[config.mk]
export PLATFORM = sky130hd
export DESIGN_NAME = spi_xfer_ctrl
export DESIGN_NICKNAME = d
export VERILOG_FILES = /design/src/rtl/spi_xfer_ctrl.sv
export SDC_FILE = /design/constraint.sdc
export NUM_CORES = 1
export LEC_CHECK = 0
export ABC_AREA = 1
export CAP_MARGIN = 20
export CORE_MARGIN = 2
export CORE_UTILIZATION = 30
export DETAILED_ROUTE_END_ITERATION = 8
export GPL_ROUTABILITY_DRIVEN = 0
export GPL_TIMING_DRIVEN = 0
export HOLD_SLACK_MARGIN = 0.1
export PLACE_DENSITY = 0.61
export SLEW_MARGIN = 5
export SYNTH_ARGS = -nofsm -noshare
export SYNTH_HDL_FRONTEND = slang
export SYNTH_SLANG_ARGS = --single-unit
export TNS_END_PERCENT = 20
[constraint.sdc]
create_clock -name clk -period 2.5 [get_ports clk]
set_input_delay 0.25 -clock clk [delete_from_list [all_inputs] [get_ports clk]]
set_output_delay 0.25 -clock clk [all_outputs]
set_load 0.03 [all_outputs]
[src/rtl/spi_xfer_ctrl.sv]
// SPI-slave transfer sequencer: command frame {address, rw}, then DATA_W-bit data
// frames, driving shift register, address latch, data-memory write and MISO enable.
module spi_xfer_ctrl #(
  parameter int ADDR_W = 7,
  parameter int DATA_W = 8,
  parameter int BURST  = 0
) (
  input  logic              clk,
  input  logic              reset,
  input  logic              cs_pin,
  input  logic              sclk_pos,
  input  logic              sclk_neg,
  input  logic [ADDR_W:0]   cmd,
  output logic              shift_wren,
  output logic              sr_load,
  output logic              addr_wren,
  output logic              dm_wren,
  output logic              miso_en,
  output logic [ADDR_W-1:0] addr,
  output logic              busy
);

  localparam int MAX_BITS = (ADDR_W + 1 > DATA_W) ? ADDR_W + 1 : DATA_W;
  localparam int CW       = $clog2(MAX_BITS + 1);
  localparam logic [CW-1:0] CMD_LAST  = CW'(ADDR_W);
  localparam logic [CW-1:0] DATA_LAST = CW'(DATA_W - 1);

  // Handshake: there is none; sclk_pos/sclk_neg are single-cycle event pulses and
  // cs_pin is a level. Every strobe except shift_wren is a registered-state decode.
  typedef enum logic [2:0] {
    IDLE         = 3'd0,
    CMD          = 3'd1,
    DECODE       = 3'd2,
    READ_LOAD    = 3'd3,
    READ_SHIFT   = 3'd4,
    WRITE_SHIFT  = 3'd5,
    WRITE_COMMIT = 3'd6,
    DONE         = 3'd7
  } state_t;

  state_t            state, state_nxt;
  logic [CW-1:0]     cnt, cnt_nxt;
  logic [ADDR_W-1:0] addr_nxt;

  always_ff @(posedge clk or posedge reset) begin
    if (reset) begin
      state <= IDLE;
      cnt   <= '0;
      addr  <= '0;
    end else begin
      state <= state_nxt;
      cnt   <= cnt_nxt;
      addr  <= addr_nxt;
    end
  end

  always_comb begin
    state_nxt  = state;
    cnt_nxt    = cnt;
    addr_nxt   = addr;
    shift_wren = 1'b0;
    sr_load    = 1'b0;
    addr_wren  = 1'b0;
    dm_wren    = 1'b0;
    miso_en    = 1'b0;
    case (state)
      IDLE: begin
        if (!cs_pin) state_nxt = CMD;
      end
      CMD: begin
        shift_wren = sclk_pos;
        if (sclk_pos) begin
          if (cnt == CMD_LAST) state_nxt = DECODE;
          else                 cnt_nxt   = cnt + 1'b1;
        end
      end
      DECODE: begin
        addr_wren = 1'b1;
        addr_nxt  = cmd[ADDR_W:1];
        state_nxt = cmd[0] ? READ_LOAD : WRITE_SHIFT;
      end
      READ_LOAD: begin
        sr_load   = 1'b1;
        miso_en   = 1'b1;
        state_nxt = READ_SHIFT;
      end
      READ_SHIFT: begin
        miso_en    = 1'b1;
        shift_wren = sclk_neg;
        if (sclk_pos) begin
          if (cnt == DATA_LAST) begin
            // Burst reloads from the next address so the load sees the new addr.
            if (BURST != 0) begin
              addr_nxt  = addr + 1'b1;
              state_nxt = READ_LOAD;
            end else begin
              state_nxt = DONE;
            end
          end else begin
            cnt_nxt = cnt + 1'b1;
          end
        end
      end
      WRITE_SHIFT: begin
        shift_wren = sclk_pos;
        if (sclk_pos) begin
          if (cnt == DATA_LAST) state_nxt = WRITE_COMMIT;
          else                  cnt_nxt   = cnt + 1'b1;
        end
      end
      WRITE_COMMIT: begin
        dm_wren = 1'b1;
        if (BURST != 0) begin
          addr_nxt  = addr + 1'b1;
          state_nxt = WRITE_SHIFT;
        end else begin
          state_nxt = DONE;
        end
      end
      DONE: begin
        state_nxt = state;
      end
      default: state_nxt = IDLE;
    endcase

    // Deselect aborts from any state; the aborting cycle has no side effects.
    if (state != IDLE && cs_pin) begin
      state_nxt  = IDLE;
      addr_nxt   = addr;
      shift_wren = 1'b0;
      sr_load    = 1'b0;
      addr_wren  = 1'b0;
      dm_wren    = 1'b0;
    end

    if (state_nxt != state) cnt_nxt = '0;
  end

  assign busy = (state != IDLE);

endmodule

Word level (Yosys, flattened, before mapping)
Index checks and enable logic that the tools add are counted.
{"block": "totals", "ramBits": 0, "n_memories": 0, "output_inout_bits": 13, "latchBits": 0, "regBits": 14, "romBits": 0, "inputBits": 13, "wordCells": 48}
{"block": "op_classes", "eq_ne": 10, "multipliers": 0, "order_cmp": 0, "bitwise": 1, "shifts": 0, "reduce_logical": 10, "mux": 23, "n_div": 0, "n_addsub": 1}
{"op": "3-bit two-way mux", "count": 9}
{"op": "3-bit case mux with 8 select lines", "count": 1}
{"op": "4-bit two-way mux", "count": 4}
{"op": "3-bit equality test (second input constant)", "count": 4}
{"op": "1-bit two-way mux", "count": 8}
{"op": "3-bit by 2-bit equality test with 1-bit output (second input constant)", "count": 2}
{"op": "4-bit by 1-bit adder with 4-bit output (second input constant)", "count": 1}
{"op": "4-bit by 3-bit equality test with 1-bit output (second input constant)", "count": 1}
{"op": "2-bit nonzero test", "count": 2}
{"op": "2-bit OR reduction", "count": 2}
{"op": "3-bit by 1-bit equality test with 1-bit output (second input constant)", "count": 1}
{"op": "3-bit logical NOT", "count": 1}
{"op": "3-bit inequality test", "count": 1}
{"op": "3-bit AND reduction", "count": 1}
{"op": "3-bit nonzero test", "count": 1}
{"op": "3-bit OR reduction", "count": 1}
{"op": "2-bit by 1-bit inequality test with 1-bit output (second input constant)", "count": 1}
{"op": "1-bit case mux with 2 select lines", "count": 1}
{"op": "2-bit AND reduction", "count": 1}
{"op": "1-bit logical AND", "count": 1}
{"op": "1-bit inverter", "count": 1}

Longest topological paths before layout
Gate-level depths: netlist (run 1).
{"block": "logic_depth", "depth_word": 8, "mapped_depth": 11, "depth_no_buf": 10}

Least setup slack after synthesis (run 1)
Ideal clock, no wire load.
{"block": "synth_timing", "path_kind": "flip-flop to output port", "start": "register state[0]", "end": "output port dm_wren", "t_arrival_ns": 1.498, "slack_ns": 0.752, "path_stages_with_launch": 3, "required_ns": 2.250, "n_path_buf": 1, "cell_sequence": "dfrtp_1 > buf_4 > nor4_1"}
{"block": "synth_between", "elab_chain_len": 3, "elab_cells_between_ends": 5, "cone_classes": "eq/ne: 1; mux: 2; reduce/logical: 2"}
{"element": "start, declared", "line_no": "41", "source": "state_t state, state_nxt;"}
{"element": "start signal, assigned", "line_no": "51", "source": "state <= state_nxt;"}
{"element": "3-bit equality test / 3-bit nonzero test (equally long branches)", "line_no": "66, 127"}
{"element": "1-bit two-way mux / 1-bit logical AND (equally long branches)", "line_no": "66, 127"}
{"element": "1-bit two-way mux (*)", "line_no": "127", "source": "if (state != IDLE && cs_pin) begin"}
{"element": "end, declared", "line_no": "17", "source": "output logic dm_wren,"}
Every way passes the cells marked *; elsewhere a longest branch is shown, timed or not.

Worst setup path after layout (run 1)
{"block": "layout_timing", "start": "register state[0]", "end": "output port addr_wren"}
{"block": "layout_between", "elab_chain_len": 3, "elab_cells_between_ends": 5, "cone_classes": "eq/ne: 1; mux: 2; reduce/logical: 2"}
{"element": "3-bit by 2-bit equality test with 1-bit output / 3-bit nonzero test (equally long branches)", "line_no": "66, 127"}
{"element": "1-bit two-way mux / 1-bit logical AND (equally long branches)", "line_no": "66, 127"}
{"element": "1-bit two-way mux (*)", "line_no": "127"}
{"element": "end, declared", "line_no": "16", "source": "output logic addr_wren,"}
Marked as above.

==> metrics, run 1 <==
outcome=complete, no violations; DRC viols=0; TritonCTS clock tree=done; Lkg Pwr=0.5816 nW; main combinational cell family by area after synthesis=simple AND/OR/NAND/NOR gates; share of the synthesized area in the top cell type=0.4452; WL/cell=9.892 microns; required time of the critical path=2250 ps; relative slew slack=0.6440; Antenna Nets Post-Route=0; Core ar.=2477 sq um; clk_lat worst skew=280 ps; CTS Sinks=14; Yosys cell types=20; Reg power frac=0.473; ys async rst share=1.000; syn_area_per_cell=7.287 sq um; initial antenna violation count=0; mux cell area share after synthesis=0; Final Cell Area=1111 sq um; Initial Util=0.3177; Die ar.=3049 sq um; Tightest Pin Transition=533.4 ps; critical path class=reg2out; cell area power density=462.8 nW/um^2; cell taking the most area after synthesis=dfrtp_1; vias in the first global route=681; CP endpoint kind=output pin; xor/xnor cell area share of the yosys netlist=0.03339; Fill cells=271; top cells by count, synth=nand2_1, dfrtp_1, inv_1, nand3_1, nor2_1; compound-gate portion of the synthesized area=0.03498; leading post-synthesis cells by cell area=dfrtp_1, nand2_1, inv_1, nand3_1, nor2_1; Port Buf Inserts=25; worst hold path class=in2async; vias per cell=4.557; Synth warnings=0; # IOs=26; RSZ-0062 raised after global routing=no; die width=55.22 microns; Gate Count Post-Synth=108; Mapped Nets=122; WHS=296.9 ps; H-tree levels=1; Fin. Hold Viols=0; Setup TNS=0 ps; share of cells above drive strength 1=0.1168; count leader, synth=nand2_1; Via Count=761; Critical Path Start Type=flip-flop; post-DP HPWL=1.269 mm; post_cts resized=0; Clock Skews=0.6134 ps; Power Internal=0.3739 mW; final cycle utilization of the critical path=0.9146; Final #Nets=152; Post-synth EDFFs=0; most common flop cell mapped by yosys=dfrtp_1; Comb power frac=0.208; maximum root-to-sink buffer count=2; mapped cell area=787.0 sq um; Net Switching=0.1403 mW; Remaining Overflow, GRT=0; post-layout util=0.4485; worst vdd ir=335.3 uV; Die Y=55.22 microns; Iteration-0 DRC Markers=12; num rows=18; total power=0.5142 mW; crit path max fanout=9; Clock transition at path regs=80 ps; ANT cells=0; clock share of power=0.319; flops & latches, synth=14; pin count of the biggest net entering global routing=15; global-route wire length before repair=2.911 mm; GRT Resource Usage Total=0.1185; Slew Viols, Final=0; Area Growth Syn to Fin=41.18%; Root Buffer=clkbuf_4; router iterations before antenna repair=2; Adder-Cell Fraction of Synth Area=0.01590; post-CTS setup buffers=0; fmax=437.3 MHz; CTS buffer count=3; sequential area share after synthesis=0.4452; dpl cell area=1075 sq um; Sw Share=0.2728; simple-gate portion of the synthesized area=0.3895; Max Cap Violations=0; crit path time final=2287 ps; final setup fails=0; Total Routed Length=1.652 mm; critical path arrival=2040 ps; Post-CTS Hold Buffers=0
[critical path, stage by stage (launching register included)]
cell and delay (ps):
dfrtp_1 360, buf_4 160, nor3_2 220, inv_1 100, nor2_4 190, clkdlybuf4s50_1 720
[layer usage]
layer  GRT usage  up-vias  share of wire
li1            -      393              -
met1      0.1479      338           0.45
met2      0.1820       25           0.44
met3     0.03044        5          0.082
met4     0.07317        0          0.026
met5           0        -              0
[metrics by stage]
step / std cells / worst slack [ps]
2_1_floorplan: 108 / 751.7
3_3_place_gp: 163 / 421.1
3_5_place_dp: 163 / 414.4
4_1_cts: 167 / 177.0
5_1_grt: 167 / 49.86
6_report: 167 / 213.4
[area by class of cell]
| cell class | count | area, sq um | area share |
|---|---|---|---|
| plain buffers | 1 | 7.507 | 0.006757 |
| multi-input cells | 78 | 372.9 | 0.3356 |
| well taps | 30 | 37.54 | 0.03378 |
| flip-flops and latches | 14 | 350.3 | 0.3153 |
| inverters | 15 | 56.30 | 0.05068 |
| clock buffers | 4 | 36.28 | 0.03266 |
| repair buffers | 25 | 250.2 | 0.2252 |
[logic make-up (layout without fill, tap and decap cells)]
group / count (synthesis) / in the layout
and+or+nand+nor: 69 / 69
xor gates and xnor gates: 3 / 3
DFF: 14 / 14
adders and majority gates: 1 / 1
AOI/OAI and AO/OA: 5 / 5
buffers and inverters: 16 / 45
[final timing paths]
path | startpoint | to | slack (ps) | depth (start not counted)
worst max-delay path | state[0] | addr_wren | 210 | 5
worst min-delay path | reset | addr[0] | 300 | 2
worst max register to register | state[0] | addr[3] | 1040 | 7
max in group asynchronous | reset | addr[2] | 1850 | 2
min in group clk | addr[6] | addr[6] | 470 | 2
worst min register to register | addr[6] | addr[6] | 470 | 2
[sequential cells by signal, indices dropped and copies added, names as in the netlist]
| name | cells |
|---|---|
| cnt | 4 |
| state | 3 |
| addr | 7 |
[power by group through the flow]
stage          Clock (mW)  Sequential, mW  Combinational, mW
2_1_floorplan           0           0.259             0.0487
3_5_place_dp            0           0.248              0.108
6_report            0.164           0.243              0.107
3_3_place_gp            0           0.248              0.107
5_1_grt             0.187           0.245              0.119
4_1_cts             0.172           0.243              0.109
[cell usage in the layout (no fill, tap or decap)]
master and n:
ha_1 1, nor2_4 1, nor2_2 1, clkdlybuf4s50_1 25
clkbuf_4 3, nand4_1 2, dfrtp_1 14, nand3_1 8
clkbuf_8 1, nor4_1 1, nand2_1 44, nor3_2 1
o21ai_1 1, nand3_2 1, o21ai_0 2, inv_2 4
a21boi_0 1, buf_4 1, xor2_1 3, a21oi_1 1
nor2_1 7, inv_1 11, nand2_2 3
(Power assumes the default switching activity.)
==> run 2: changes to the inputs <==
--- a/config.mk
+++ b/config.mk
@@ -14,6 +14,7 @@
 export GPL_TIMING_DRIVEN = 0
 export HOLD_SLACK_MARGIN = 0.1
 export PLACE_DENSITY = 0.61
+export SKIP_LAST_GASP = 1
 export SLEW_MARGIN = 5
 export SYNTH_ARGS = -nofsm -noshare
 export SYNTH_HDL_FRONTEND = slang
==> results of run 2 <==
Same layout as run 1: the final DEF is identical, and so are final timing and power.
==> run 3: changes to the inputs <==
--- a/config.mk
+++ b/config.mk
@@ -7,13 +7,16 @@
 export LEC_CHECK = 0
 export ABC_AREA = 1
 export CAP_MARGIN = 20
+export CELL_PAD_IN_SITES_DETAIL_PLACEMENT = 0
+export CELL_PAD_IN_SITES_GLOBAL_PLACEMENT = 2
+export CORE_ASPECT_RATIO = 2
 export CORE_MARGIN = 2
-export CORE_UTILIZATION = 30
+export CORE_UTILIZATION = 21
 export DETAILED_ROUTE_END_ITERATION = 8
 export GPL_ROUTABILITY_DRIVEN = 0
 export GPL_TIMING_DRIVEN = 0
 export HOLD_SLACK_MARGIN = 0.1
-export PLACE_DENSITY = 0.61
+export PLACE_DENSITY = 0.77
 export SKIP_LAST_GASP = 1
 export SLEW_MARGIN = 5
 export SYNTH_ARGS = -nofsm -noshare
==> constraint.sdc (replaced) <==
create_clock -name clk -period 1.85 [get_ports clk]
set_input_delay 0.185 -clock clk [delete_from_list [all_inputs] [get_ports clk]]
set_output_delay 0.185 -clock clk [all_outputs]
set_load 0.03 [all_outputs]
==> metrics, run 3 (same netlist as run 1, synthesis figures left out) <==
max reg flops=7 (unchanged); RSZ-0062 raised after global routing=yes; Tightest Pin Transition=547.2 ps (+13.78 ps); Lkg Pwr=0.6097 nW (+4.8%); Antenna Nets Post-Route=0 (unchanged); critical path arrival=1700 ps (-340 ps); Die ar.=4283 sq um (+40%); commonest non-fill, non-tap cell in the layout=nand2_1; num rows=31 (+13); H-tree levels=1 (unchanged); outcome=complete, but fails checks; worst hold path class=in2async; Via Count=747 (-1.8%); post-DP HPWL=1.480 mm (+17%); Clock transition at path regs=60 ps (-20 ps); Final #Nets=152 (unchanged); crit path time final=1881 ps; final cycle utilization of the critical path=1.017; WL/cell=9.795 microns (-0.99%); worst r2r path cells=10 (+3); share of cells above drive strength 1=0.1103 (-0.006494); failing checks=negative setup slack; Max Cap Violations=0 (unchanged); relative slew slack=0.6348 (-0.009195); Root Buffer=clkbuf_8; worst vdd ir=430.2 uV (+28%); Area Growth Syn to Fin=44.83%; Largest Register=addr; Fin. Hold Viols=0 (unchanged); vias in the first global route=750 (+10%); # IOs=26 (unchanged); Non-Filler Instances=185 (+11%); initial antenna violation count=0 (unchanged); ANT cells=0 (unchanged); pin count of the biggest net entering global routing=15 (unchanged); DRC viols=0 (unchanged); Cell Count Post-Placement=182 (+12%); clk_lat worst skew=240 ps (-40 ps); FF+latch area=350.3 sq um (unchanged); R2R setup slack=350 ps (-690 ps); critical path class=reg2out; setup ws final=-31.44 ps (-244.9 ps); die width=47.29 microns (-14%); Die Y=90.58 microns (+64%); crit path max fanout=7 (-2); TritonCTS clock tree=done; CTS Sinks=14 (unchanged); Setup TNS=-80.89 ps (-80.89 ps); Initial Util=0.2182 (-0.09950); Final Cell Area=1140 sq um (+2.6%); fmax=531.5 MHz; CP endpoint kind=output pin; Top Registers=addr: 7 flops, cnt: 4 flops, state: 3 flops; post-CTS setup buffers=0 (unchanged); maximum root-to-sink buffer count=2 (unchanged); Total Routed Length=1.812 mm (+9.7%); Critical Path Start Type=flip-flop; R2R Path End=cnt[1]; CTS buffer count=3 (unchanged); Clock Skews=0.9650 ps (+0.3516 ps); router iterations before antenna repair=4 (+2); cell area power density=630.1 nW/um^2 (+36%); required time of the critical path=1660 ps (-590 ps); vias per cell=4.038 (-11%); most frequent cells in the layout=nand2_1, clkdlybuf4s50_1, dfrtp_1; dpl cell area=1099 sq um (+2.2%); global-route wire length before repair=3.111 mm (+6.9%); Fill cells=394 (+45%); Slew Viols, Final=0 (unchanged); final setup fails=3 (+3); Iteration-0 DRC Markers=13 (+1); Port Buf Inserts=25 (unchanged); GRT Resource Usage Total=0.09705 (-0.02143); Core ar.=3607 sq um (+46%); Remaining Overflow, GRT=0 (unchanged); worst r2r src=cnt[0]; total power=0.7182 mW (+40%); area of the multi-input gates=372.9 sq um (unchanged)
run 3: worst max-delay path: stages, from the launching register on:
cell	delay, ps
dfrtp_1	440
inv_2	140
nand3_1	100
nor2_1	100
clkdlybuf4s50_1	670
run 3: worst max path at each step:
stage                         from  endpoint  slack (ps)  cells after the start
after floorplan           state[0]   dm_wren         170                      2
after global placement      cs_pin   dm_wren        -150                      3
after detailed placement    cs_pin   dm_wren        -130                      3
after CTS                   cs_pin   dm_wren        -130                      3
after global routing      state[2]   sr_load        -150                      4
final                     state[2]   sr_load         -30                      4
run 3: cell type report:
cell class,instances,area share
tap,49,0.05379
multi-input combinational,78,0.3271
sequential,14,0.3074
clock buffer,3,0.03622
timing repair buffer,25,0.2195
buffer,1,0.006586
inverter,15,0.04940
run 3: stage by stage:
step	worst slack, ps	hold WS [ps]	utilization
after floorplan	166.7	74.22	-
after global placement	-154.3	461.0	0.3045
after detailed placement	-128.2	462.7	0.3045
after CTS	-129.3	308.3	0.3153
after global routing	-148.8	347.7	0.3160
final	-31.44	286.9	0.3160
run 3: timing repair:
item,4_1_cts,5_1_grt
resized for setup,2,1
pin swaps,0,0
hold buffers,0,0
endpoints found under the setup margin,5,5
run 3: report_power, final:
group          internal, mW  switching, mW  leakage [nW]  total (mW)
combinational        0.0639         0.0792         0.402       0.143
clock                 0.144          0.101        0.0216       0.245
sequential            0.321        0.00913         0.186       0.330
run 3: routing by layer:
metal / vias up / GRT usage / wire length (microns)
li1: 390 / - / -
met1: 330 / 0.1083 / 732
met2: 25 / 0.1667 / 979
met3: 2 / 0.01600 / 89
met4: 0 / 0.04167 / 10
met5: - / 0 / 0
